**src/rtl/htif_pkg.sv**
```systemverilog
// Shared constants and types for the HTIF host mailbox responder.
package htif_pkg;
  localparam logic [7:0] DEV_CONSOLE = 8'h01;
  localparam logic [7:0] CMD_GETC    = 8'h00;
  localparam logic [7:0] CMD_PUTC    = 8'h01;
  localparam logic [7:0] HTIF_ERR    = 8'hFF;

  typedef enum logic [2:0] {IDLE, PUT, GET, RESP, DONE} htif_state_t;

  typedef struct packed {
    logic [7:0] dev;
    logic [7:0] cmd;
    logic [7:0] data;
    logic [7:0] tag;
  } htif_cmd_t;
endpackage

```
**src/rtl/htif_if.sv**
```systemverilog
// Mailbox and console signals between the core/bench side and the host responder.
interface htif_if;
  logic        tohost_we;
  logic [31:0] tohost;
  logic        fromhost_we;
  logic [31:0] fromhost;
  logic        cout_valid;
  logic [7:0]  cout_data;
  logic        cout_ready;
  logic        cin_valid;
  logic [7:0]  cin_data;
  logic        cin_ready;
  logic        done;
  logic        pass;
  logic [30:0] exit_code;
  logic        overrun;

  modport slave (
    input  tohost_we, tohost, cout_ready, cin_valid, cin_data,
    output fromhost_we, fromhost, cout_valid, cout_data, cin_ready,
           done, pass, exit_code, overrun
  );

  modport master (
    output tohost_we, tohost, cout_ready, cin_valid, cin_data,
    input  fromhost_we, fromhost, cout_valid, cout_data, cin_ready,
           done, pass, exit_code, overrun
  );
endinterface

```
**src/rtl/htif_fifo.sv**
```systemverilog
// Synchronous FIFO; pointers carry an extra wrap bit to tell full from empty.
module htif_fifo #(
  parameter int W     = 8,
  parameter int DEPTH = 4
) (
  input  logic         CLK,
  input  logic         RSTn,
  input  logic         push,
  input  logic [W-1:0] din,
  input  logic         pop,
  output logic [W-1:0] dout,
  output logic         full,
  output logic         empty
);
  localparam int AW = $clog2(DEPTH);
  typedef logic [AW:0] ptr_t;

  logic [W-1:0] mem [DEPTH];
  ptr_t         wptr, rptr;

  assign empty = (wptr == rptr);
  assign full  = (wptr[AW] != rptr[AW]) && (wptr[AW-1:0] == rptr[AW-1:0]);
  assign dout  = mem[rptr[AW-1:0]];

  always_ff @(posedge CLK or negedge RSTn) begin
    if (!RSTn) begin
      wptr <= '0;
      rptr <= '0;
    end else begin
      if (push) wptr <= wptr + ptr_t'(1);
      if (pop)  rptr <= rptr + ptr_t'(1);
    end
  end

  // Storage is not reset; the pointers alone define what is valid.
  always_ff @(posedge CLK) begin
    if (push) mem[wptr[AW-1:0]] <= din;
  end
endmodule

```
**src/rtl/htif_host.sv**
```systemverilog
// Host-side tohost/fromhost responder: exit latch, console putchar/getchar, one ack per command.
module htif_host
  import htif_pkg::*;
#(
  parameter int TX_DEPTH   = 4,
  parameter int RESP_DELAY = 0
) (
  input  logic CLK,
  input  logic RSTn,
  htif_if.slave bus
);
  htif_state_t state;
  htif_cmd_t   cmd_in, cmd_q;
  logic [31:0] resp_q, resp_val;
  logic [7:0]  cnt;
  logic        resp_load, push, pop, full, empty;

  assign cmd_in         = htif_cmd_t'(bus.tohost);
  assign pop            = !empty && bus.cout_ready;
  // A same-cycle pop frees the slot, so a full FIFO can still accept the push.
  assign push           = (state == PUT) && (!full || pop);
  assign bus.cout_valid = !empty;
  assign bus.cin_ready  = (state == GET);

  htif_fifo #(.W(8), .DEPTH(TX_DEPTH)) u_tx (
    .CLK(CLK), .RSTn(RSTn),
    .push(push), .din(cmd_q.data), .pop(pop),
    .dout(bus.cout_data), .full(full), .empty(empty)
  );

  always_comb begin
    resp_load = 1'b0;
    resp_val  = '0;
    unique case (state)
      IDLE: if (bus.tohost_we && bus.tohost != '0 && !bus.tohost[0] &&
                !(cmd_in.dev == DEV_CONSOLE &&
                  (cmd_in.cmd == CMD_PUTC || cmd_in.cmd == CMD_GETC))) begin
        resp_load = 1'b1;
        resp_val  = {cmd_in.dev, HTIF_ERR, HTIF_ERR, cmd_in.tag};
      end
      PUT: if (push) begin
        resp_load = 1'b1;
        resp_val  = {cmd_q.dev, cmd_q.cmd, cmd_q.data, cmd_q.tag};
      end
      GET: if (bus.cin_valid) begin
        resp_load = 1'b1;
        resp_val  = {cmd_q.dev, cmd_q.cmd, bus.cin_data, cmd_q.tag};
      end
      default: ;
    endcase
  end

  always_ff @(posedge CLK or negedge RSTn) begin
    if (!RSTn) begin
      state           <= IDLE;
      cmd_q           <= '0;
      resp_q          <= '0;
      cnt             <= '0;
      bus.fromhost_we <= 1'b0;
      bus.fromhost    <= '0;
      bus.done        <= 1'b0;
      bus.pass        <= 1'b0;
      bus.exit_code   <= '0;
      bus.overrun     <= 1'b0;
    end else begin
      bus.fromhost_we <= 1'b0;
      if (bus.tohost_we && (state == PUT || state == GET || state == RESP))
        bus.overrun <= 1'b1;
      if (resp_load) begin
        state  <= RESP;
        resp_q <= resp_val;
        cnt    <= 8'(RESP_DELAY);
        // The strobe is registered, so a zero delay fires on the entry edge.
        if (RESP_DELAY == 0) begin
          bus.fromhost_we <= 1'b1;
          bus.fromhost    <= resp_val;
        end
      end else begin
        unique case (state)
          IDLE: if (bus.tohost_we && bus.tohost != '0) begin
            cmd_q <= cmd_in;
            if (bus.tohost[0]) begin
              state         <= DONE;
              bus.done      <= 1'b1;
              bus.pass      <= (bus.tohost == 32'h1);
              bus.exit_code <= bus.tohost[31:1];
            end else if (cmd_in.cmd == CMD_PUTC) begin
              state <= PUT;
            end else begin
              state <= GET;
            end
          end
          RESP: if (cnt == 8'd0) begin
            state <= IDLE;
          end else begin
            cnt <= cnt - 8'd1;
            if (cnt == 8'd1) begin
              bus.fromhost_we <= 1'b1;
              bus.fromhost    <= resp_q;
            end
          end
          default: ;
        endcase
      end
    end
  end
endmodule

```
**src/flat_wrapper.sv**
```systemverilog
// flat-port wrapper written by rule: the top's interface ports become plain ports
module htif_host_flat import htif_pkg::*;
#(
  parameter int TX_DEPTH   = 4,
  parameter int RESP_DELAY = 0
)
  (CLK, RSTn, bus_tohost_we, bus_tohost, bus_cout_ready, bus_cin_valid, bus_cin_data, bus_fromhost_we, bus_fromhost, bus_cout_valid, bus_cout_data, bus_cin_ready, bus_done, bus_pass, bus_exit_code, bus_overrun);
  htif_if bus_i ();
  input  logic CLK;
  input  logic RSTn;
  input wire logic [$bits(bus_i.tohost_we)-1:0] bus_tohost_we;
  input wire logic [$bits(bus_i.tohost)-1:0] bus_tohost;
  input wire logic [$bits(bus_i.cout_ready)-1:0] bus_cout_ready;
  input wire logic [$bits(bus_i.cin_valid)-1:0] bus_cin_valid;
  input wire logic [$bits(bus_i.cin_data)-1:0] bus_cin_data;
  output wire logic [$bits(bus_i.fromhost_we)-1:0] bus_fromhost_we;
  output wire logic [$bits(bus_i.fromhost)-1:0] bus_fromhost;
  output wire logic [$bits(bus_i.cout_valid)-1:0] bus_cout_valid;
  output wire logic [$bits(bus_i.cout_data)-1:0] bus_cout_data;
  output wire logic [$bits(bus_i.cin_ready)-1:0] bus_cin_ready;
  output wire logic [$bits(bus_i.done)-1:0] bus_done;
  output wire logic [$bits(bus_i.pass)-1:0] bus_pass;
  output wire logic [$bits(bus_i.exit_code)-1:0] bus_exit_code;
  output wire logic [$bits(bus_i.overrun)-1:0] bus_overrun;
  assign bus_i.tohost_we = bus_tohost_we;
  assign bus_i.tohost = bus_tohost;
  assign bus_i.cout_ready = bus_cout_ready;
  assign bus_i.cin_valid = bus_cin_valid;
  assign bus_i.cin_data = bus_cin_data;
  assign bus_fromhost_we = bus_i.fromhost_we;
  assign bus_fromhost = bus_i.fromhost;
  assign bus_cout_valid = bus_i.cout_valid;
  assign bus_cout_data = bus_i.cout_data;
  assign bus_cin_ready = bus_i.cin_ready;
  assign bus_done = bus_i.done;
  assign bus_pass = bus_i.pass;
  assign bus_exit_code = bus_i.exit_code;
  assign bus_overrun = bus_i.overrun;
  htif_host #(.TX_DEPTH(TX_DEPTH), .RESP_DELAY(RESP_DELAY)) u_core (.CLK(CLK), .RSTn(RSTn), .bus(bus_i));
endmodule
```
**config.mk**
```make
export PLATFORM = sky130hd
export DESIGN_NAME = htif_host_flat
export DESIGN_NICKNAME = d
export VERILOG_FILES = /design/src/rtl/htif_pkg.sv /design/src/rtl/htif_if.sv /design/src/rtl/htif_fifo.sv /design/src/rtl/htif_host.sv /design/src/flat_wrapper.sv
export SDC_FILE = /design/constraint.sdc
export NUM_CORES = 1
export LEC_CHECK = 0
export BUFFER_PORTS_ARGS = -buffer_cell sky130_fd_sc_hd__clkbuf_2
export CAP_MARGIN = 5
export CORE_ASPECT_RATIO = 0.75
export CORE_MARGIN = 4
export CORE_UTILIZATION = 35
export CTS_CLUSTER_SIZE = 14
export DETAILED_ROUTE_END_ITERATION = 10
export SYNTH_ARGS = -nofsm -noshare
export SYNTH_HDL_FRONTEND = slang
export SYNTH_SLANG_ARGS = --single-unit
export TNS_END_PERCENT = 50
```
**constraint.sdc**
```tcl
create_clock -name CLK -period 2 [get_ports CLK]
set_input_delay 0.2 -clock CLK [delete_from_list [all_inputs] [get_ports CLK]]
set_output_delay 0.2 -clock CLK [all_outputs]
set_load 0.05 [all_outputs]
```
Yosys cells after proc, flatten, opt, wreduce, memory -nomap -nowiden
Memories as Yosys holds them, arrays and structs flattened.
Cells that the tools add are included.
{"block": "word_totals", "ff_bits": 148, "mem_bits_rw": 32, "input_bits": 45, "elab_cells": 87, "n_memories": 1}
{"name": "u_core.u_tx.mem", "depth": 4, "width": 8, "read_ports": 1, "rd_clocked_by_memory_dff": 0, "write_ports": 1, "line": "htif_fifo.sv:18", "text": "logic [W-1:0] mem [DEPTH];"}
{"block": "classes", "add_sub_neg": 3, "n_eq_ne": 13, "muxes": 26, "bitwise": 1, "n_reduce_logical": 28}
{"operator": "2-to-1 mux 32 bit", "n": 7}
{"operator": "one-hot mux 32 bit (3 select lines)", "n": 1}
{"operator": "equality test 32 x 1 -> 1 bit, second input constant", "n": 1}
{"operator": "nonzero test 32 bit", "n": 1}
{"operator": "equality test 8 x 1 -> 1 bit, second input constant", "n": 3}
{"operator": "2-to-1 mux 8 bit", "n": 3}
{"operator": "zero test 8 bit", "n": 2}
{"operator": "2-to-1 mux 3 bit", "n": 4}
{"operator": "AND reduction 3 bit", "n": 3}
{"operator": "logical AND 1 bit", "n": 8}
{"operator": "2-to-1 mux 1 bit", "n": 8}
{"operator": "subtractor 8 x 1 -> 8 bit, second input constant", "n": 1}
{"operator": "adder 3 x 1 -> 3 bit, second input constant", "n": 2}
{"operator": "equality test 3 x 2 -> 1 bit, second input constant", "n": 2}
{"operator": "one-hot mux 3 bit (2 select lines)", "n": 1}
{"operator": "zero test 1 bit", "n": 4}
{"operator": "logical OR 1 bit", "n": 4}
{"operator": "AND reduction 4 bit", "n": 1}
{"operator": "nonzero test 2 bit", "n": 2}
{"operator": "equality test 3 x 1 -> 1 bit, second input constant", "n": 1}
{"operator": "equality test 3 bit", "n": 1}
{"operator": "zero test 3 bit", "n": 1}
{"operator": "!= test 3 x 1 -> 1 bit, second input constant", "n": 1}
{"operator": "!= test 3 x 2 -> 1 bit, second input constant", "n": 1}
{"operator": "other kinds (8)", "n": 8}

Logic depth before layout (Yosys ltp)
{"block": "logic_depth", "ltp_word": 9, "mapped_depth": 9, "ltp_nobuf": 7}

Hierarchy
A second synthesis with hierarchy kept.
{"block": "hier_totals", "hier_cells": 630, "hier_area_um2": 7652.3}
{"mod": "htif_host", "instances": 1, "cells_each": 558, "area_each_um2": 6152.2}
{"mod": "htif_fifo", "instances": 1, "cells_each": 72, "area_each_um2": 1500.2}

Worst setup path before layout
No wires, ideal clock.
{"block": "synth_path", "kind": "reg2reg", "start": "register u_core.state[0]", "end": "register u_core.resp_q[12]", "setup_time_ns": 0.132, "arrival_ns": 2.236, "required_time_ns": 1.868, "setup_slack_ns": -0.368, "path_stages_with_launch": 7, "period_less_slack_ns": 2.368, "path_cell_list": "dfrtp_1 > nor3b_2 > and2_1 > a21oi_4 > buf_4 > a221oi_1 > nand2_1"}
{"block": "synth_via", "elab_cells_between_ends": 8, "classes_between": "eq/ne (2); mux (4); reduce/logical (2)"}
{"element": "from (decl)", "line": "htif_host.sv:12", "text": "htif_state_t state;"}
{"element": "from (signal assigned)", "line": "htif_host.sv:55", "text": "state <= IDLE;"}
{"element": "from (signal assigned)", "line": "htif_host.sv:70", "text": "state <= RESP;"}
{"element": "from (signal assigned)", "line": "htif_host.sv:83", "text": "state <= DONE;"}
{"element": "equality test 3 x 2 -> 1 bit (*)"}
{"element": "via bus_cin_ready", "line": "flat_wrapper.sv:20", "text": "output wire logic [$bits(bus_i.cin_ready)-1:0] bus_cin_ready;"}
{"element": "one-hot mux 32 bit (3 select lines) or one-hot mux 1 bit (3 select lines) (tied branches)", "line": "htif_host.sv:34", "text": "unique case (state)"}
{"element": "to (signal assigned)", "line": "htif_host.sv:71", "text": "resp_q <= resp_val;"}
{"element": "to (decl)", "line": "htif_host.sv:14", "text": "logic [31:0] resp_q, resp_val;"}
Mark *: on every way through the listed nets, which the timed path passes. The rest lies on a longest branch.
A chain may end at the register's enable or synchronous reset.

Worst setup path after layout
{"block": "layout_path", "start": "register u_core.u_tx.rptr[0]", "end": "output port bus_cout_data[6]"}
{"block": "layout_via", "elab_chain_cells": 1}
{"element": "from (decl)", "line": "htif_fifo.sv:19", "text": "ptr_t wptr, rptr;"}
{"element": "from (signal assigned)", "line": "htif_fifo.sv:31", "text": "if (pop) rptr <= rptr + ptr_t'(1);"}
{"element": "memory (4 x 8 bit)"}
{"element": "to (decl)", "line": "flat_wrapper.sv:19", "text": "output wire logic [$bits(bus_i.cout_data)-1:0] bus_cout_data;"}
No other way between the ends.

==> run metrics <==
status finished, final reports clean; Iteration-0 DRC Markers between 300 and 400; fillcell total around 2000; Crit. End Element output pin; largest vdd supply drop between 800 and 900 µV; clock sinks 180; Port Buffers approximately 120; Multi-input gate area roughly 0.003 mm²; Ant. Diodes 0; Layout Nets 847; drt total wl a little under 20000 µm; Seq cells post-synth 180; Setup CP Type reg -> out; P&R area growth vs syn 28.45%; core area 0.02153 mm²; Synth Area in Simple Gates 0.1255; DIE AREA roughly 0.025 mm²; Primary FF master, synth dfrtp_1; setup ws final 0.04686 ns; gpl congestion 0.7522; Fin. Hold Viols 0; post-synthesis sequential area ratio 0.5982; Adder-Cell Fraction of Synth Area 0.01284; Slew HR 0.7265; Crit Path Max Fanout 9; Compound-Gate Fraction of Synth Area 0.1515; WHS around 0.019 ns; CTS tree done; row count 46; Netlist Area Pre-Place just under 0.008 mm²; non-filler cells, final approximately 1100; Synth Area in XOR/XNOR 0.01669; routed length on met3 1098 µm; max_cap viols 0; number of synthesized flops with an enable pin 32; M1 WL ~9600 µm; Root Buffer clkbuf_16; Leak 4.603 nW; Max Used Layer met4; syn nets 671; Async SR Flop Fraction 0.8222; Tot GR Track Use 0.1612; count of pins over their slew limit 0; Gate Count Post-Synth around 620; buffers from clock root to sink, at most 2; ANT nets after route 0; first-pass GRT wire length roughly 32000 µm; layout cells sized above 1 0.3581; IO Count between 100 and 150; CP startpoint u_core.u_tx.rptr[0]; pre-CTS setup slack -0.05301 ns; vias in the first global route about 5600; Vias/cell between 5 and 6; Tot Pwr between 0.015 and 0.02 W; slowest stage cell, crit path mux4_2; Warnings, synthesis 0; min cycle time layout a little under 2 ns; Post-Place Cells about 1100; largest family of logic cells by synthesized area compound AO/OA/AOI/OAI gates; Pwr Density 1797 mW/mm²; RSZ-0062 raised after global routing yes; crit start category register; First-pass DRT Iterations 5; final instance area 0.01002 mm²; Clock Skew 0.01079 ns; Storage cell area about 0.0047 mm²; via count approximately 5500; Setup-failing EPs final 0; post-route DRC violation count 0; hpwl dp about 14000 µm; initial antenna violation count 0; Met2 Wirelength ~8700 µm; Initial Utilization 0.3622; crit path cell chain buf_12, mux4_2, buf_8; final worst-path cycle share 0.9766; Die Wd 180.4 µm; worst-margin pin slew between 0.4 and 0.5 ns; max incr delay on CP 0.55 ns; Cell variety after synth 59; Worst Hold Class in -> reg; placed cell area between 0.009 and 0.01 mm²; CTS buffer count 17; Required @ worst endpoint 1.80 ns; critical path arrival ~1.8 ns; Clock Latency Late Sink approximately 0.42 ns; FMAX between 500 and 600 MHz; pin count of the biggest net entering global routing between 40 and 50; Avg Synthesized Cell Area 12.62 µm²; Worst R2R Start u_core.cnt[4]; die height approximately 140 µm; total congestion overflow 0; mux cell area share after synthesis 0.05777; H-tree level count 4; CTS clock-pin slew for the worst setup and hold paths about 0.070 ns; hold_sp bus_tohost[12]; combined buffer and inverter count along the critical path 2; family with the most delay on the worst path multiplexers; wire per inst between 15 and 20 µm
through the flow:
step	util	setup TNS, ns
after global routing	0.4653	-0.05168
after CTS	0.4598	0
after floorplan	-	-0.3361
final	0.4653	0
after global placement	0.4297	-0.1853
after detailed placement	0.4297	-0.2111
worst reg2reg max path: stages, from the launching register on:
cell and delay [ns]:
dfrtp_1 0.38, or4_4 0.57, o41a_1 0.35, o21ai_0 0.22
o21ai_1 0.09, or2_1 0.21
synth_stat cells, types with 3 or more instances:
| cell type | instances | area, µm² |
|---|---|---|
| a2bb2oi_1 | 5 | 43.79 |
| a22oi_1 | 14 | 105.1 |
| o221ai_1 | 7 | 61.31 |
| xnor2_1 | 7 | 61.31 |
| inv_1 | 24 | 90.09 |
| o221ai_2 | 9 | 135.1 |
| nor4_1 | 5 | 31.28 |
| o21ai_1 | 20 | 100.1 |
| xor2_1 | 6 | 52.55 |
| ha_1 | 8 | 100.1 |
| dfrtp_1 | 148 | 3704 |
| nand2_1 | 92 | 345.3 |
| a221oi_1 | 8 | 70.07 |
| nor2_1 | 30 | 112.6 |
| nand3_1 | 13 | 65.06 |
| and3_1 | 20 | 125.1 |
| a22o_1 | 14 | 122.6 |
| mux2_1 | 21 | 236.5 |
| mux2_2 | 3 | 33.78 |
| mux4_2 | 8 | 180.2 |
| o21ai_0 | 26 | 130.1 |
| edfxtp_1 | 32 | 960.9 |
| clkbuf_1 | 11 | 41.29 |
| a2bb2oi_2 | 19 | 285.3 |
| nand4_1 | 4 | 25.02 |
| buf_6 | 5 | 56.30 |
| buf_2 | 12 | 60.06 |
| and2_1 | 4 | 25.02 |
| nand2b_1 | 5 | 31.28 |
sequential cells by signal, summed over array words and instances (netlist names), 3 cells and up:
register              count
u_core.bus.exit_code     31
u_core.cnt                8
u_core.u_tx.rptr          3
u_core.resp_q            32
u_core.cmd_q             32
u_core.u_tx.wptr          3
u_core.u_tx.mem          32
u_core.bus.fromhost      32
u_core.state              3
report_power, final:
group	switching, W	leakage [nW]	total (W)	internal [W]
Sequential	0.00111	2.10	0.00640	0.00529
Clock	0.00150	0.280	0.00335	0.00185
Combinational	0.00518	2.22	0.00824	0.00306
Total	0.00778	4.60	0.0180	0.0102
metal layers:
metal,track usage,vias up
met5,0,-
met4,0.03401,0
met3,0.04170,4
met2,0.2428,122
met1,0.2367,2760
li1,-,2597
area by class of cell:
type | count | share of cell area
Sequential cell | 180 | 0.4657
Tap cell | 288 | 0.03598
Timing Repair Buffer | 189 | 0.1320
Clock buffer | 17 | 0.04247
Multi-Input combinational cell | 382 | 0.2996
Clock inverter | 15 | 0.01524
Inverter | 24 | 0.008994
cells by family after synthesis:
family                   after synthesis
AO/OA/AOI/OAI                        134
adder cells (fa/ha/maj)                8
buffers and inverters                 56
AND/OR/NAND/NOR                      194
flip-flops                           180
multiplexers                          32
XOR/XNOR                              14
path summary, 6_finish.rpt:
path | to | slack (ns) | cells after the start
setup / recovery | bus_cout_data[6] | 0.05 | 3
max in group asynchronous | u_core.bus.exit_code[13] | 1.04 | 3
setup reg to reg | u_core.state[1] | 0.06 | 5
hold reg to reg | u_core.bus.done | 0.47 | 1
min in group asynchronous | u_core.cmd_q[22] | 0.22 | 2
hold / removal | u_core.bus.exit_code[11] | 0.02 | 3
layout by cell type, fill, tap and decap left out, types with 13 or more instances in the layout:
cell type    n
clkbuf_16   17
mux2_1      21
nand2_1     91
inv_1       24
dfrtp_1    148
and3_1      20
o21ai_1     19
o21ai_0     26
buf_4       52
a22o_1      14
edfxtp_1    32
nand3_1     13
a2bb2oi_2   20
nor2_1      30
clkbuf_2   111
timing repair:
| item | in CTS | in global routing |
|---|---|---|
| endpoints found under the setup margin | 8 | 80 |
| gates resized for setup | 9 | 24 |
| hold buffers | 3 | 0 |
| pin swaps | 0 | 5 |
| setup buffers | 1 | 3 |
| hold endpoints to repair | 33 | 0 |
No activity file was read; power rests on OpenSTA's default activity.
